==> src/rtl/neureka_infeat_buffer_sequencer_if.sv <==
`timescale 1ns/1ps
// Command, buffer-control and consumer signals shared between the engine controller,
// the input-feature buffer sequencer and the buffer it drives.
interface neureka_infeat_buffer_sequencer_if #(
    parameter int BUF_W = 8,
    parameter int CNT_W = 8
);
    localparam int NW = BUF_W * BUF_W;
    localparam int AW = $clog2(NW);

    logic              cmd_valid_i;
    logic              cmd_ready_o;
    logic              cmd_filter_1x1_i;
    logic              cmd_reuse_i;
    logic [AW/2:0]     cmd_tile_h_i;
    logic [AW/2:0]     cmd_tile_w_i;
    logic [3:0]        cmd_pad_i;
    logic [CNT_W-1:0]  cmd_n_extract_i;
    logic [1:0]        ib_state_i;
    logic              goto_load_o;
    logic              goto_extract_o;
    logic              goto_idle_o;
    logic [AW:0]       load_len_o;
    logic [NW-1:0]     implicit_pad_o;
    logic [NW-1:0]     explicit_pad_o;
    logic              filter_1x1_o;
    logic              extract_valid_o;
    logic              extract_ready_i;
    logic              done_o;

    modport master (
        output cmd_valid_i, cmd_filter_1x1_i, cmd_reuse_i, cmd_tile_h_i, cmd_tile_w_i,
        output cmd_pad_i, cmd_n_extract_i, ib_state_i, extract_ready_i,
        input  cmd_ready_o, goto_load_o, goto_extract_o, goto_idle_o, load_len_o,
        input  implicit_pad_o, explicit_pad_o, filter_1x1_o, extract_valid_o, done_o
    );

    modport slave (
        input  cmd_valid_i, cmd_filter_1x1_i, cmd_reuse_i, cmd_tile_h_i, cmd_tile_w_i,
        input  cmd_pad_i, cmd_n_extract_i, ib_state_i, extract_ready_i,
        output cmd_ready_o, goto_load_o, goto_extract_o, goto_idle_o, load_len_o,
        output implicit_pad_o, explicit_pad_o, filter_1x1_o, extract_valid_o, done_o
    );
endinterface

==> src/rtl/neureka_infeat_buffer_sequencer.sv <==
`timescale 1ns/1ps
// Walks the input-feature buffer through load/extract/idle for one tile and supplies
// the per-word padding masks and load length that go with that tile.
module neureka_infeat_buffer_sequencer #(
    parameter int BUF_W = 8,
    parameter int PE_W  = 6,
    parameter int CNT_W = 8
) (
    input  logic clk_i,
    input  logic rst_ni,
    input  logic enable_i,
    input  logic clear_i,
    neureka_infeat_buffer_sequencer_if.slave bus
);
    localparam int NW = BUF_W * BUF_W;
    localparam int AW = $clog2(NW);
    localparam int HW = AW / 2 + 1;
    localparam logic [1:0] IB_IDLE    = 2'd0;
    localparam logic [1:0] IB_EXTRACT = 2'd2;

    typedef enum logic [2:0] {S_IDLE, S_LOAD, S_REUSE, S_EXTRACT, S_RELEASE} state_e;

    state_e           r_state, w_state_next;
    logic [NW-1:0]    r_implicit, r_explicit, w_implicit, w_explicit;
    logic             r_filter_1x1;
    logic [CNT_W-1:0] r_n_extract, r_count, w_count_inc;
    logic [HW-1:0]    w_rows, w_cols;
    logic             w_accept, w_beat, w_last_beat, w_ready, w_valid, w_done;
    logic             w_goto_load, w_goto_extract, w_goto_idle;

    // In 1x1 mode only the PE_W x PE_W corner of the tile feeds the array.
    assign w_rows = (bus.cmd_filter_1x1_i && (bus.cmd_tile_h_i > HW'(PE_W))) ? HW'(PE_W) : bus.cmd_tile_h_i;
    assign w_cols = (bus.cmd_filter_1x1_i && (bus.cmd_tile_w_i > HW'(PE_W))) ? HW'(PE_W) : bus.cmd_tile_w_i;

    always_comb begin
        w_implicit = '0;
        w_explicit = '0;
        for (int r = 0; r < BUF_W; r++) begin
            for (int c = 0; c < BUF_W; c++) begin
                w_implicit[AW'(r * BUF_W + c)] = (HW'(r) >= w_rows) || (HW'(c) >= w_cols);
                w_explicit[AW'(r * BUF_W + c)] = !bus.cmd_filter_1x1_i && !w_implicit[AW'(r * BUF_W + c)] &&
                    ((bus.cmd_pad_i[3] && (r == 0)) || (bus.cmd_pad_i[2] && (r == BUF_W - 1)) ||
                     (bus.cmd_pad_i[1] && (c == 0)) || (bus.cmd_pad_i[0] && (c == BUF_W - 1)));
            end
        end
    end

    assign w_count_inc = r_count + 1'b1;
    assign w_last_beat = (w_count_inc == r_n_extract);

    always_ff @(posedge clk_i or negedge rst_ni) begin
        if (!rst_ni) begin
            r_state <= S_IDLE;
        end else if (clear_i) begin
            r_state <= S_IDLE;
        end else if (enable_i) begin
            r_state <= w_state_next;
        end
    end

    always_comb begin
        w_state_next   = r_state;
        w_accept       = 1'b0;
        w_beat         = 1'b0;
        w_ready        = 1'b0;
        w_valid        = 1'b0;
        w_done         = 1'b0;
        w_goto_load    = 1'b0;
        w_goto_extract = 1'b0;
        w_goto_idle    = 1'b0;
        case (r_state)
            S_IDLE: begin
                w_ready = 1'b1;
                if (bus.cmd_valid_i) begin
                    w_accept     = 1'b1;
                    w_state_next = bus.cmd_reuse_i ? S_REUSE : S_LOAD;
                end
            end
            S_LOAD, S_REUSE: begin
                // Any buffer state other than IDLE/EXTRACT here just means wait.
                w_goto_load    = (r_state == S_LOAD)  && (bus.ib_state_i == IB_IDLE);
                w_goto_extract = (r_state == S_REUSE) && (bus.ib_state_i == IB_IDLE);
                if (bus.ib_state_i == IB_EXTRACT) begin
                    w_state_next = (r_n_extract == '0) ? S_RELEASE : S_EXTRACT;
                end
            end
            S_EXTRACT: begin
                w_valid = 1'b1;
                if (bus.extract_ready_i) begin
                    w_beat = 1'b1;
                    if (w_last_beat) begin
                        w_state_next = S_RELEASE;
                    end
                end
            end
            S_RELEASE: begin
                w_goto_idle = (bus.ib_state_i == IB_EXTRACT);
                if (bus.ib_state_i == IB_IDLE) begin
                    w_done       = 1'b1;
                    w_state_next = S_IDLE;
                end
            end
            default: w_state_next = S_IDLE;
        endcase
    end

    always_ff @(posedge clk_i or negedge rst_ni) begin
        if (!rst_ni) begin
            r_implicit   <= '0;
            r_explicit   <= '0;
            r_filter_1x1 <= 1'b0;
            r_n_extract  <= '0;
            r_count      <= '0;
        end else if (clear_i) begin
            r_implicit   <= '0;
            r_explicit   <= '0;
            r_filter_1x1 <= 1'b0;
            r_n_extract  <= '0;
            r_count      <= '0;
        end else if (enable_i) begin
            if (w_accept) begin
                r_implicit   <= w_implicit;
                r_explicit   <= w_explicit;
                r_filter_1x1 <= bus.cmd_filter_1x1_i;
                r_n_extract  <= bus.cmd_n_extract_i;
                r_count      <= '0;
            end
            if (w_beat) begin
                r_count <= w_last_beat ? '0 : w_count_inc;
            end
        end
    end

    // Valid is deliberately not gated by enable so the consumer never sees it retracted mid-beat.
    assign bus.cmd_ready_o     = w_ready && enable_i && !clear_i;
    assign bus.goto_load_o     = w_goto_load && enable_i;
    assign bus.goto_extract_o  = w_goto_extract && enable_i;
    assign bus.goto_idle_o     = w_goto_idle && enable_i;
    assign bus.done_o          = w_done && enable_i && !clear_i;
    assign bus.extract_valid_o = w_valid;
    assign bus.load_len_o      = (AW + 1)'(NW);
    assign bus.implicit_pad_o  = r_implicit;
    assign bus.explicit_pad_o  = r_explicit;
    assign bus.filter_1x1_o    = r_filter_1x1;
endmodule
==> src/flat_wrapper.sv <==
// flat-port wrapper written by rule: the top's interface ports become plain ports
module neureka_infeat_buffer_sequencer_flat 
#(
    parameter int BUF_W = 8,
    parameter int PE_W  = 6,
    parameter int CNT_W = 8
)
  (clk_i, rst_ni, enable_i, clear_i, bus_cmd_valid_i, bus_cmd_filter_1x1_i, bus_cmd_reuse_i, bus_cmd_tile_h_i, bus_cmd_tile_w_i, bus_cmd_pad_i, bus_cmd_n_extract_i, bus_ib_state_i, bus_extract_ready_i, bus_cmd_ready_o, bus_goto_load_o, bus_goto_extract_o, bus_goto_idle_o, bus_load_len_o, bus_implicit_pad_o, bus_explicit_pad_o, bus_filter_1x1_o, bus_extract_valid_o, bus_done_o);
  neureka_infeat_buffer_sequencer_if #(.BUF_W(BUF_W), .CNT_W(CNT_W)) bus_i ();
  input  logic clk_i;
  input  logic rst_ni;
  input  logic enable_i;
  input  logic clear_i;
  input wire logic [$bits(bus_i.cmd_valid_i)-1:0] bus_cmd_valid_i;
  input wire logic [$bits(bus_i.cmd_filter_1x1_i)-1:0] bus_cmd_filter_1x1_i;
  input wire logic [$bits(bus_i.cmd_reuse_i)-1:0] bus_cmd_reuse_i;
  input wire logic [$bits(bus_i.cmd_tile_h_i)-1:0] bus_cmd_tile_h_i;
  input wire logic [$bits(bus_i.cmd_tile_w_i)-1:0] bus_cmd_tile_w_i;
  input wire logic [$bits(bus_i.cmd_pad_i)-1:0] bus_cmd_pad_i;
  input wire logic [$bits(bus_i.cmd_n_extract_i)-1:0] bus_cmd_n_extract_i;
  input wire logic [$bits(bus_i.ib_state_i)-1:0] bus_ib_state_i;
  input wire logic [$bits(bus_i.extract_ready_i)-1:0] bus_extract_ready_i;
  output wire logic [$bits(bus_i.cmd_ready_o)-1:0] bus_cmd_ready_o;
  output wire logic [$bits(bus_i.goto_load_o)-1:0] bus_goto_load_o;
  output wire logic [$bits(bus_i.goto_extract_o)-1:0] bus_goto_extract_o;
  output wire logic [$bits(bus_i.goto_idle_o)-1:0] bus_goto_idle_o;
  output wire logic [$bits(bus_i.load_len_o)-1:0] bus_load_len_o;
  output wire logic [$bits(bus_i.implicit_pad_o)-1:0] bus_implicit_pad_o;
  output wire logic [$bits(bus_i.explicit_pad_o)-1:0] bus_explicit_pad_o;
  output wire logic [$bits(bus_i.filter_1x1_o)-1:0] bus_filter_1x1_o;
  output wire logic [$bits(bus_i.extract_valid_o)-1:0] bus_extract_valid_o;
  output wire logic [$bits(bus_i.done_o)-1:0] bus_done_o;
  assign bus_i.cmd_valid_i = bus_cmd_valid_i;
  assign bus_i.cmd_filter_1x1_i = bus_cmd_filter_1x1_i;
  assign bus_i.cmd_reuse_i = bus_cmd_reuse_i;
  assign bus_i.cmd_tile_h_i = bus_cmd_tile_h_i;
  assign bus_i.cmd_tile_w_i = bus_cmd_tile_w_i;
  assign bus_i.cmd_pad_i = bus_cmd_pad_i;
  assign bus_i.cmd_n_extract_i = bus_cmd_n_extract_i;
  assign bus_i.ib_state_i = bus_ib_state_i;
  assign bus_i.extract_ready_i = bus_extract_ready_i;
  assign bus_cmd_ready_o = bus_i.cmd_ready_o;
  assign bus_goto_load_o = bus_i.goto_load_o;
  assign bus_goto_extract_o = bus_i.goto_extract_o;
  assign bus_goto_idle_o = bus_i.goto_idle_o;
  assign bus_load_len_o = bus_i.load_len_o;
  assign bus_implicit_pad_o = bus_i.implicit_pad_o;
  assign bus_explicit_pad_o = bus_i.explicit_pad_o;
  assign bus_filter_1x1_o = bus_i.filter_1x1_o;
  assign bus_extract_valid_o = bus_i.extract_valid_o;
  assign bus_done_o = bus_i.done_o;
  neureka_infeat_buffer_sequencer #(.BUF_W(BUF_W), .PE_W(PE_W), .CNT_W(CNT_W)) u_core (.clk_i(clk_i), .rst_ni(rst_ni), .enable_i(enable_i), .clear_i(clear_i), .bus(bus_i));
endmodule
==> config.mk <==
export PLATFORM = sky130hd
export DESIGN_NAME = neureka_infeat_buffer_sequencer_flat
export DESIGN_NICKNAME = d
export VERILOG_FILES = /design/src/rtl/neureka_infeat_buffer_sequencer_if.sv /design/src/rtl/neureka_infeat_buffer_sequencer.sv /design/src/flat_wrapper.sv
export SDC_FILE = /design/constraint.sdc
export NUM_CORES = 1
export LEC_CHECK = 0
export ABC_AREA = 0
export BUFFER_PORTS_ARGS = -buffer_cell sky130_fd_sc_hd__buf_4
export CORE_MARGIN = 5
export CORE_UTILIZATION = 45
export CTS_BUF_LIST = sky130_fd_sc_hd__clkbuf_4
export DETAILED_ROUTE_END_ITERATION = 8
export PLACE_DENSITY = 0.77
export SLEW_MARGIN = 10
export SYNTH_ARGS = -nofsm -noshare
export SYNTH_HDL_FRONTEND = slang
export SYNTH_SLANG_ARGS = --single-unit
export TNS_END_PERCENT = 10
==> constraint.sdc <==
create_clock -name clk_i -period 2.7 [get_ports clk_i]
set_input_delay 0 -clock clk_i [delete_from_list [all_inputs] [get_ports clk_i]]
set_output_delay 0 -clock clk_i [all_outputs]
set_load 0.01 [all_outputs]
==> run_results.csv <==
group,metric,value,unit
logic_synthesis,yosysTopAreaCell,"dfrtp_1",
global_routing,globalRouteOverflowTotal,0,
floorplan,initial_core_util,0.455,
layout,area_growth,20.3,%
logic_synthesis,netlist.area_leader.share,0.420,
floorplan,core,8640,um2
worst_setup_path,slowest_stage,"dfrtp_1",
clocking,cts.sinks,66,
clocking,cts_buffers,9,
clocking,cts_tree,"done",
logic_synthesis,synth-edff-count,0,
status,status,"completed",
layout,layout.cells.non_filler,654,
global_routing,grt_pass1_vias,3176,
logic_synthesis,synth_cell_types,51,
timing,finalHoldViolCount,0,
route,drc,0,
timing,setup_violations,0,
layout,drive_gt1_frac,0.200,
flow_run,drv_cap,0,
clocking,h-tree-depth,3,
global_routing,grt_pass1_wl,15900,um
power,p_leak,2.26,nW
route,post_drt_wl_per_cell,15.6,um
worst_setup_path,cp_cell_sequence,"ha_1 -> nand3_1 -> o21ai_0 -> nor4b_2 -> o211ai_4 -> o21ai_1 -> a31oi_1 -> a31oi_1",
worst_setup_path,cp-end-kind,"register",
clocking,clk_pin_slew,0.12,ns
timing,fin_crit,2.38,ns
timing,rsz0062_at_grt,"false",
logic_synthesis,synth_area,3930,um2
worst_setup_path,cp_slowest_stage_delay,0.45,ns
worst_setup_path,cp_common_cell,"a31oi_1",
power,p_per_area,670,nW/um2
floorplan,die_area,10700,um2
logic_synthesis,avgSynthCellArea,8.78,um2
logic_synthesis,yosysWarnings,0,
clocking,ctsHoldBuffers,25,
route,dr.pass1.iters,4,
clocking,cts_root_buffer,"clkbuf_4",
logic_synthesis,synth_cells,448,
place,hpwl,7130,um
timing,skew,0.0114,ns
place,port_buffers,81,
worst_setup_path,crit_fanout,6,
timing,worstMarginPinSlew,0.844,ns
worst_setup_path,start_kind,"register",
logic_synthesis,ys_ff_latch,66,
clocking,clk_latency,0.42,ns
logic_synthesis,async_flop_share,1.00,
logic_synthesis,synth_ff_type,"dfrtp_1",
clocking,cts_setup_buffers,0,
route,ant_nets,0,
timing,relSlewSlack,0.437,
worst_setup_path,worstSetupPathType,"register to register",
timing,fin_crit_sh,0.883,
worst_setup_path,critical_path_arrival,2.73,ns
power,ir_drop,477,uV
layout,layout.nets,572,
min_path,hold_path.class,"primary input to register",
floorplan,io_pins,172,
floorplan,dieHeight,103,um
floorplan,dieWidth,103,um
place,place_inst,613,
logic_synthesis,synthTopCellsByArea,"dfrtp_1 42%, buf_4 17%, nor2_1 5.7%",
timing,finalSetupTns,0,ns
clocking,post_cts_resized,0,
floorplan,fp-row-count,34,
clocking,clk_path_buf_depth,2,
logic_synthesis,ys_seq_area_frac,0.420,
route,drt_first_iter_violations,186,
global_routing,grt_start_max_net_pins,67,
route,vias_per_cell,5.09,
place,place.gp.congestion,0.882,
timing,final_max_slew_viol_count,0,
route,wirelength,10200,um
timing,hold_slack,0.0736,ns
timing,fmax,0.420,GHz
layout,antenna_cells,0,
global_routing,track_usage,0.192,
layout,fillCellCount,765,
global_routing,grt_antenna_before_repair,0,
route,vias,3332,
worst_setup_path,worstPathRequired,3.04,ns
==> worst max-delay path, delay by kind of cell (launching register included) <==
family	cells	cell delay, ns
adders and majority gates	1	0.28
and+or+nand+nor	2	0.56
AOI/OAI and AO/OA	5	1.01
DFF	1	0.45
==> cell usage in the layout, fill, tap and decap left out, drive strengths merged, types with 9 or more instances in the layout <==
cell and instances:
a311oi 15, buf 84, nand2 48, a211oi 11, a21oi 18, nor2 60
dlygate4sd3 25, o21ai 21, conb 89, clkbuf 9, dfrtp 66, nor3 9
==> through the flow <==
step	setup WS, ns	total power [mW]	area, um2	utilization
after floorplan	0.651	1.92	4260	-
after global placement	0.472	2.17	4270	0.495
after detailed placement	0.341	2.20	4270	0.495
after CTS	0.317	3.17	4730	0.548
after global routing	0.0542	3.35	4730	0.548
final	0.316	3.17	4730	0.548
==> final timing paths <==
kind                                              start                             to  slack (ns)  depth (start not counted)
min in group asynchronous                        rst_ni          u_core.r_n_extract[6]        0.21                          2
setup reg to reg                      u_core.r_count[0]              u_core.r_state[1]        0.32                          8
hold / removal                      bus_cmd_tile_h_i[2]  u_core.bus.implicit_pad_o[22]        0.07                          4
setup / recovery                      u_core.r_count[0]              u_core.r_state[1]        0.32                          8
max in group asynchronous                        rst_ni  u_core.bus.implicit_pad_o[10]        1.92                          2
hold reg to reg            u_core.bus.explicit_pad_o[7]   u_core.bus.explicit_pad_o[7]        0.49                          2
==> kinds of logic after synthesis <==
| kind of cell | after synthesis | share of synthesized area |
|---|---|---|
| other | 2 | 0.00191 |
| multiplexers | 1 | 0.00286 |
| adder cells (fa/ha/maj) | 1 | 0.00318 |
| AO/OA/AOI/OAI | 92 | 0.161 |
| flip-flops | 66 | 0.420 |
| XOR/XNOR | 10 | 0.0223 |
| AND/OR/NAND/NOR | 158 | 0.190 |
| buffers and inverters | 118 | 0.199 |
==> state kept, by name, summed over array words and instances, names as in the netlist <==
signal / cells
u_core.bus.implicit_pad_o: 32
u_core.r_count: 8
u_core.r_n_extract: 8
u_core.r_state: 3
u_core.bus.explicit_pad_o: 14
u_core.bus.filter_1x1_o: 1
==> power by group <==
group | switching, mW | internal [mW]
clock | 0.382 | 0.562
sequential | 0.133 | 1.12
combinational | 0.561 | 0.408
total | 1.08 | 2.09
==> synth_stat cells, types with 2 or more instances <==
cell type	n
buf_4	89
dfrtp_1	66
nor2_1	60
nand2_1	47
clkbuf_1	19
a21oi_1	18
o21ai_0	16
a311oi_1	15
a211oi_1	11
nor3_1	9
nand3_1	6
nor4_1	6
xor2_1	6
o21ai_1	5
o22ai_1	5
a22oi_1	4
inv_1	4
nand4_1	4
xnor2_1	4
a21o_1	3
a32o_1	3
buf_1	3
buf_2	3
nor2b_1	3
nor3b_1	3
o21a_1	3
or3_1	3
a31oi_1	2
and2_1	2
conb_1	2
nand3b_1	2
o211ai_1	2
or2_2	2
==> layer usage <==
| layer | GRT usage | vias up | share of wire |
|---|---|---|---|
| met5 | 0 | - | 0 |
| met4 | 0.0867 | 0 | 0.021 |
| met3 | 0.0543 | 24 | 0.087 |
| met2 | 0.314 | 153 | 0.51 |
| met1 | 0.236 | 1591 | 0.38 |
| li1 | - | 1564 | - |
==> final cells by class <==
| cell class | instances | area (um2) | area share |
|---|---|---|---|
| tap | 108 | 135 | 0.0286 |
| timing repair buffer | 109 | 893 | 0.189 |
| inverter | 4 | 15.0 | 0.00317 |
| clock inverter | 7 | 141 | 0.0299 |
| clock buffer | 9 | 67.6 | 0.0143 |
| multi-input combinational | 351 | 1830 | 0.386 |
| sequential | 66 | 1650 | 0.349 |
Power figures use the tool's default switching activity.
